### src/rtl/jtframe_multi_wait_pkg.sv
// Shared defaults and counter-sizing helper for the CPU clock-enable wait gater.
// Imported by jtframe_multi_wait and jtframe_wait_recover.
package jtframe_multi_wait_pkg;

    localparam int unsigned DEF_MISSW   = 4;
    localparam int unsigned DEF_RECGAP  = 2;
    localparam int unsigned DEF_TIMEOUT = 255;

    // Bits needed to hold 0..maxval, never less than one.
    function automatic int unsigned cnt_width(input int unsigned maxval);
        int unsigned w;
        w = 1;
        if (maxval > 1) begin
            w = $clog2(maxval + 1);
        end
        return w;
    endfunction

endpackage

### src/rtl/jtframe_wait_recover.sv
// Lost clock-enable bookkeeping: counts gated pulses and replays them as recovery pulses
// while the CPU bus is idle, keeping RECGAP cycles after any delivered pulse.
module jtframe_wait_recover
    import jtframe_multi_wait_pkg::*;
#(
    parameter int unsigned MISSW   = DEF_MISSW,
    parameter bit          RECOVER = 1'b1,
    parameter int unsigned RECGAP  = DEF_RECGAP
) (
    input  logic             rst_n,
    input  logic             clk,
    input  logic             cen_in,
    input  logic             gate,
    input  logic             rec_en,
    output logic             rec,
    output logic [MISSW-1:0] miss_cnt
);

    localparam int unsigned      GAPW     = cnt_width(RECGAP);
    localparam logic [GAPW-1:0]  GAP_LOAD = GAPW'(RECGAP);
    localparam logic [MISSW-1:0] MISS_MAX = '1;

    logic [MISSW-1:0] miss_q, miss_d;
    logic [GAPW-1:0]  gap_q, gap_d;
    logic             lost;
    logic             cen_set;

    always_comb begin
        lost    = cen_in & ~gate;
        rec     = RECOVER && (miss_q != '0) && !cen_in && rec_en && gate && (gap_q == '0);
        cen_set = (cen_in & gate) | rec;

        // lost needs ~gate while rec needs gate, so both never fire together
        miss_d = miss_q;
        if (lost && (miss_q != MISS_MAX)) begin
            miss_d = miss_q + MISSW'(1);
        end else if (rec) begin
            miss_d = miss_q - MISSW'(1);
        end

        gap_d = gap_q;
        if (cen_set) begin
            gap_d = GAP_LOAD;
        end else if (gap_q != '0) begin
            gap_d = gap_q - GAPW'(1);
        end
    end

    always_ff @(posedge clk or negedge rst_n) begin
        if (!rst_n) begin
            miss_q <= '0;
            gap_q  <= '0;
        end else begin
            miss_q <= miss_d;
            gap_q  <= gap_d;
        end
    end

    assign miss_cnt = miss_q;

endmodule

### src/rtl/jtframe_multi_wait.sv
// CPU clock-enable gater: holds the CPU while a selected ROM slot is not ready or a shared
// device is busy, replays the lost pulses later and flags long stalls.
module jtframe_multi_wait
    import jtframe_multi_wait_pkg::*;
#(
    parameter int unsigned NROM    = 2,
    parameter int unsigned DEVCNT  = 2,
    parameter int unsigned MISSW   = DEF_MISSW,
    parameter bit          RECOVER = 1'b1,
    parameter int unsigned RECGAP  = DEF_RECGAP,
    parameter int unsigned TIMEOUT = DEF_TIMEOUT
) (
    input  logic              rst_n,
    input  logic              clk,
    input  logic              cen_in,
    output logic              cen_out,
    output logic              gate,
    input  logic              mreq_n,
    input  logic              iorq_n,
    input  logic              busak_n,
    input  logic [DEVCNT-1:0] dev_busy,
    input  logic [NROM-1:0]   rom_cs,
    input  logic [NROM-1:0]   rom_ok,
    input  logic              clr_err,
    output logic [MISSW-1:0]  miss_cnt,
    output logic              stall_err
);

    localparam int unsigned    STW        = cnt_width(TIMEOUT);
    localparam logic [STW-1:0] STALL_MAX  = '1;
    localparam logic [STW-1:0] STALL_LAST = (TIMEOUT == 0) ? '0 : STW'(TIMEOUT - 1);

    logic [NROM-1:0] last_cs_q, cs_rise;
    logic            locked_q, locked_d;
    logic            cen_out_q, cen_out_d;
    logic [STW-1:0]  stall_cnt_q, stall_cnt_d;
    logic            stall_err_q, stall_err_d;
    logic            rom_bad, dev_any, rec_en, rec, lost, stall_set;

    always_comb begin
        // A fresh select has stale data even if rom_ok is still high from the last access
        cs_rise   = rom_cs & ~last_cs_q;
        rom_bad   = (|(rom_cs & ~rom_ok)) | (|cs_rise);
        dev_any   = |dev_busy;
        locked_d  = rom_bad | dev_any;
        gate      = ~(rom_bad | dev_any | locked_q);
        rec_en    = mreq_n & iorq_n & busak_n;
        lost      = cen_in & ~gate;
        cen_out_d = (cen_in & gate) | rec;

        stall_cnt_d = stall_cnt_q;
        if (cen_in && gate) begin
            stall_cnt_d = '0;
        end else if (lost && (stall_cnt_q != STALL_MAX)) begin
            stall_cnt_d = stall_cnt_q + STW'(1);
        end

        // Fires only on the step onto TIMEOUT, so a saturated count lets clr_err stick
        stall_set   = (TIMEOUT != 0) && lost && (stall_cnt_q == STALL_LAST);
        stall_err_d = stall_err_q;
        if (stall_set) begin
            stall_err_d = 1'b1;
        end else if (clr_err) begin
            stall_err_d = 1'b0;
        end
    end

    always_ff @(posedge clk or negedge rst_n) begin
        if (!rst_n) begin
            last_cs_q   <= '1;
            locked_q    <= 1'b0;
            cen_out_q   <= 1'b0;
            stall_cnt_q <= '0;
            stall_err_q <= 1'b0;
        end else begin
            last_cs_q   <= rom_cs;
            locked_q    <= locked_d;
            cen_out_q   <= cen_out_d;
            stall_cnt_q <= stall_cnt_d;
            stall_err_q <= stall_err_d;
        end
    end

    jtframe_wait_recover #(
        .MISSW   (MISSW),
        .RECOVER (RECOVER),
        .RECGAP  (RECGAP)
    ) u_recover (
        .rst_n    (rst_n),
        .clk      (clk),
        .cen_in   (cen_in),
        .gate     (gate),
        .rec_en   (rec_en),
        .rec      (rec),
        .miss_cnt (miss_cnt)
    );

    assign cen_out   = cen_out_q;
    assign stall_err = stall_err_q;

endmodule

### config.mk
export PLATFORM = sky130hd
export DESIGN_NAME = jtframe_multi_wait
export DESIGN_NICKNAME = d
export VERILOG_FILES = /design/src/rtl/jtframe_multi_wait_pkg.sv /design/src/rtl/jtframe_wait_recover.sv /design/src/rtl/jtframe_multi_wait.sv
export SDC_FILE = /design/constraint.sdc
export NUM_CORES = 1
export LEC_CHECK = 0
export ABC_AREA = 1
export ABC_CLOCK_PERIOD_IN_PS = 2500
export CORE_ASPECT_RATIO = 0.8
export CORE_MARGIN = 3
export CORE_UTILIZATION = 25
export DETAILED_ROUTE_END_ITERATION = 16
export GPL_ROUTABILITY_DRIVEN = 0
export RECOVER_POWER = 50
export SLEW_MARGIN = 40
export SYNTH_ARGS = -nofsm -noshare
export SYNTH_HDL_FRONTEND = slang
export SYNTH_HIERARCHICAL = 1
export SYNTH_SLANG_ARGS = --single-unit
export TNS_END_PERCENT = 20
### constraint.sdc
create_clock -name clk -period 2.5 [get_ports clk]
set_clock_uncertainty 0.1 [all_clocks]
set_input_delay 0.5 -clock clk [delete_from_list [all_inputs] [get_ports clk]]
set_output_delay 0.5 -clock clk [all_outputs]
set_load 0.1 [all_outputs]
# Word-level counts from Yosys, hierarchy flattened
# Index checks and enable logic that the tools add are counted.
# W data, S select, Z words.
# word_totals
output_inout_bits,7
in_bits,13
reg_bits,19
wordCells,54
# op_classes
n_reduce_logical,19
n_mux,8
n_bitwise,13
eq_ne,3
addsub,4
# ops
cell,n
$mux W8,2
$reduce_bool A2 Y1,5
$add A8 B1 Y8 const B,1
$eq A8 B8 Y1 const B,1
$logic_and A1 B1 Y1,8
$mux W4,2
$ne A8 B8 Y1 const B,1
$reduce_or A2 Y1,3
$add A4 B1 Y4 const B,1
$and A1 B1 Y1,4
$and A2 B2 Y2,2
$mux W2,2
$ne A4 B4 Y1 const B,1
$not A2 Y2,2
$or A1 B1 Y1,4
$reduce_bool A4 Y1,1
$sub A4 B1 Y4 const B,1
$logic_not A2 Y1,1
$mux W1,2
$sub A2 B1 Y2 const B,1
$logic_not A1 Y1,1
$not A1 Y1,1

# Logic depth before layout (Yosys ltp)
# logic_depth
depth_word,11
depth_mapped,19

# Cells and area by module
# Netlist, hierarchy kept.
# by_module_without_submodules
module,cells_per_inst,instances,area_per_inst_um2
jtframe_multi_wait,99,1,755.7
jtframe_wait_recover,57,1,441.7

# Worst setup path before layout
# OpenSTA, ideal clock, no wires.
# synth_timing
path_type,input-to-reg
start,input dev_busy[1]
end,register u_recover.miss_q[3] (netlist: u_recover/miss_cnt[3])
stages,18
t_arrival_ns,2.644
setup_time_ns,0.114
setup_slack_ns,-0.357
t_required_ns,2.286
n_path_buf,0
cell_sequence,nor2_1 -> nand2_1 -> nor2_1 -> nand2_1 -> inv_1 -> inv_1 -> nand2_1 -> nor2_1 -> inv_2 -> ha_1 -> nand2_1 -> nand2_1 -> nor2_1 -> nand3_1 -> nand2_1 -> nand2_1 -> nand2_1 -> inv_1
# synth_via
elab_chain_cells,7
word_cells_on_any_way,10
classes_between,mux (1); bitwise (4); reduce/logical (5)
# synth_rtl
item,line_no,text
start: declaration,jtframe_multi_wait.sv:21,"input logic [DEVCNT-1:0] dev_busy,"
$reduce_or A2 Y1,jtframe_multi_wait.sv:44,dev_any = |dev_busy;
$or A1 B1 Y1 (2 in a row),jtframe_multi_wait.sv:46,gate = ~(rom_bad | dev_any | locked_q);
$not A1 Y1,jtframe_multi_wait.sv:46,
via gate,jtframe_multi_wait.sv:17,"output logic gate,"
$logic_and A1 B1 Y1 (2 in a row),jtframe_wait_recover.sv:30,rec = RECOVER && (miss_q != '0) && !cen_in && rec_en && gate && (gap_q == '0);
$reduce_bool A2 Y1 (no source line),n/a,
end signal: assignment,jtframe_wait_recover.sv:54,miss_q <= miss_d;
end: declaration,jtframe_wait_recover.sv:23,"logic [MISSW-1:0] miss_q, miss_d;"
# The timed path passes the listed nets, and every way through them passes these cells.
# A chain may end at the register's enable or synchronous reset.

# Worst setup path in the final report
# layout_timing
start,input dev_busy[1]
end,output gate
# layout_via
elab_chain_cells,4
# layout_rtl
item,line_no
$reduce_or A2 Y1,jtframe_multi_wait.sv:44
$or A1 B1 Y1 (2 in a row),jtframe_multi_wait.sv:46
$not A1 Y1,jtframe_multi_wait.sv:46
end: declaration,jtframe_multi_wait.sv:17
# No other way between the ends.

==> key figures <==
Outcome
  – Status: completed

Synthesis
  – Top cell type's share of synthesized area: 35.5%
  – Netlist cell types: 26
  – Mapped cell area: roughly 1200 um^2
  – Synth area leader: dfrtp_1
  – Syn_area_per_cell: 7.68 um^2
  – Yosys warnings: 6
  – Post-synthesis net count: about 180
  – Seq/Total Area, Yosys: about two fifths
  – Top post-synthesis cells by area: dfrtp_1 (36%), nand2_1 (13%), nand3_1 (7.9%), inv_1 (7.5%), ha_1 (5.2%)
  – Number of cells produced by synthesis: around 160
  – Number of synthesized register bits: 19

Setup path
  – Slowest stage delay, CP: about 400 ps
  – Slowest CP cell: clkdlybuf4s50_1
  – CP max FO: 3
  – CP Capture Type: primary output
  – Critical path, cell by cell: clkdlybuf4s50_1, nor2_1, nand2_1, nor2_2, nand2_2, clkinvlp_4, buf_4, buf_4, buf_12
  – Crit path kind: in -> out
  – CP required: between 1500 and 2000 ps
  – Startpoint types: primary input
  – Critical Path AT: between 1500 and 2000 ps
  – Critical path's most frequent cell: buf_4

Clocking
  – CTS tree: yes
  – H-tree lvl count: 1
  – CTS clk-pin slew, worst paths: about 70 ps
  – Hold-fix buffers, CTS: 0
  – CTS Root Cell: clkbuf_8
  – Inserted Clock Buffers: 3
  – Clock Path Buffers: 2
  – Clk Latency, worst-skew pair: 250 ps
  – Clk sinks: 19

Power
  – PwrDens: between 900 and 1000 nW/um^2
  – P_int: 850 uW
  – Clock power frac: 12.9%
  – Gate power share: 53.3%
  – Switching power share of the total: approximately half
  – Total power: 1640 uW
  – P_sw: roughly 790 uW
  – Leak Pwr: around 0.00085 uW
  – Peak supply drop: 0.329 mV
  – Sequential Power Share: about a third

STA
  – Max-slew headroom: between 30% and 40%
  – Min Hold Slack: about 390 ps
  – Max-slew violation count: 0
  – Tmin final: between 2000 and 2500 ps
  – Slew at the pin with the worst max-slew slack: 1030 ps
  – Final Setup Violations: 0
  – Fin. Hold Viols: 0
  – FMAX: roughly 0.43 GHz
  – RSZ-0062 raised after global routing: false
  – Fin crit share: a little over nine tenths
  – Post-Route Setup TNS: 0 ps

Cells and area
  – Most common cell after layout, fill and taps aside: nand2_1
  – Layout cells sized above 1: between 20 and 30%
  – Most frequent cells in the layout: nand2_1 (36), inv_1 (21), nand3_1 (18), dfrtp_1 (17), buf_4 (17)
  – Final instance area: ~1600 um^2
  – Area Growth Syn to Fin: 37.3%
  – Final #Nets: roughly 210
  – Ant diodes: 0
  – Fill count: between 400 and 500
  – Final Non-Filler Cells: 246

Placed design
  – HPWL after DPL: about 1.9 mm
  – Placed instance count: 241
  – Buffers added on ports: 19
  – Placed instance area: about 1600 um^2

Route
  – Antenna Nets Post-Route: 0
  – Vias: approximately 1,000
  – Via-to-Cell Ratio: 4.07
  – DRT Pass-1 Iters: 4
  – Total wire length: 2.39 mm
  – Routed length per instance: 9.72 um
  – DR DRC count: 0
  – 1st-iter DRT viols: 29

Worst hold path
  – Hold Crit Class: reg -> reg

Die
  – Die Width: around 83 um
  – Initial core utilization: between 20% and 30%
  – FP Rows: 21
  – # IOs: 20
  – Die Height: about 68 um
  – Core area: ~4400 um^2
  – Die ar.: around 5700 um^2

Flow run
  – Max_cap viols: 0

Global routing
  – Largest net degree at the start of global routing: 20
  – Initial antenna violation count: 0
  – Vias in the first global route: approximately 920
  – Total track usage: ~9%
  – First-pass GRT wire length: ~4.2 mm
  – Grt ovf: 0
timing repair:
action                                  CTS  global route
hold endpoints to repair                  0             0
buffers inserted                          0             1
resized for setup                         0             6
endpoints found under the setup margin    0             2
worst max-delay path: cells and delay by family:
| family | cells | cell delay [ps] |
|---|---|---|
| buffers and inverters | 5 | 860 |
| and+or+nand+nor | 4 | 380 |
layer usage:
| metal | track usage (%) | vias to the layer above | routed length, um |
|---|---|---|---|
| met5 | 0 | - | 0 |
| met4 | 1.22 | 0 | 0 |
| met3 | 3.61 | 0 | 115 |
| met2 | 13.4 | 13 | 955 |
| met1 | 13.2 | 437 | 1320 |
| li1 | - | 551 | - |
layout make-up:
class	instances	area, um^2	area share, %
Timing Repair Buffer	31	277	16.8
Sequential cell	19	478	29.1
Inverter	26	104	6.32
Tap cell	57	71.3	4.34
Clock inverter	1	5.00	0.304
Clock buffer	3	41.3	2.51
Multi-Input combinational cell	109	668	40.6
cell usage after synthesis:
cell type / count
o211ai_1: 1
nand2_4: 3
nand2_1: 40
a21oi_1: 2
nand4_1: 3
nor3_1: 1
inv_4: 1
and3_1: 1
mux2_2: 1
inv_2: 1
a211oi_2: 1
xnor2_1: 1
fa_1: 1
nor2_4: 2
xor2_1: 3
nand3_1: 19
ha_1: 5
nand2_2: 4
dfrtp_1: 17
nor2_1: 15
nand3b_1: 1
dfstp_2: 2
buf_2: 2
nor2_2: 4
inv_1: 24
o21ai_0: 1
power groups by stage:
stage          clock network, uW  logic (uW)  registers, uW
2_1_floorplan                  0         466            768
3_3_place_gp                   0         868            559
4_1_cts                      222         883            559
6_report                     211         874            555
5_1_grt                      237         974            582
3_5_place_dp                   0         879            563
kinds of logic (layout without fill, tap and decap cells):
| group | Yosys count | count (layout) | share of synthesized area [%] |
|---|---|---|---|
| XOR/XNOR | 4 | 4 | 2.93 |
| buffers and inverters | 28 | 61 | 9.20 |
| adder cells (fa/ha/maj) | 6 | 6 | 6.90 |
| AO/OA/AOI/OAI | 5 | 5 | 2.93 |
| multiplexers | 1 | 1 | 0.940 |
| flip-flops | 19 | 19 | 39.9 |
| AND/OR/NAND/NOR | 93 | 93 | 37.2 |
per-stage QoR:
step	util, %	setup WS, ps
2_1_floorplan	-	-110
3_3_place_gp	36.0	-196
3_5_place_dp	36.0	-216
4_1_cts	37.1	46.1
5_1_grt	37.5	6.01
6_report	37.5	155
flip-flops by register name (all words and copies together), names as in the netlist:
| signal | count |
|---|---|
| stall_cnt_q | 8 |
| cen_out | 1 |
| last_cs_q | 2 |
| u_recover/miss_cnt | 4 |
| stall_err | 1 |
| locked_q | 1 |
| u_recover/gap_q | 2 |
worst paths after layout:
kind	start	end	slack [ps]	depth (start not counted)
worst min register to register	stall_err	stall_err	390	2
worst max-delay path	dev_busy[1]	gate	160	9
min in group asynchronous	rst_n	stall_cnt_q[3]	840	2
worst max register to register	last_cs_q[0]	u_recover/miss_cnt[3]	310	19
worst min-delay path	stall_err	stall_err	390	2
max in group asynchronous	rst_n	stall_cnt_q[4]	840	2
(Power assumes the default switching activity.)
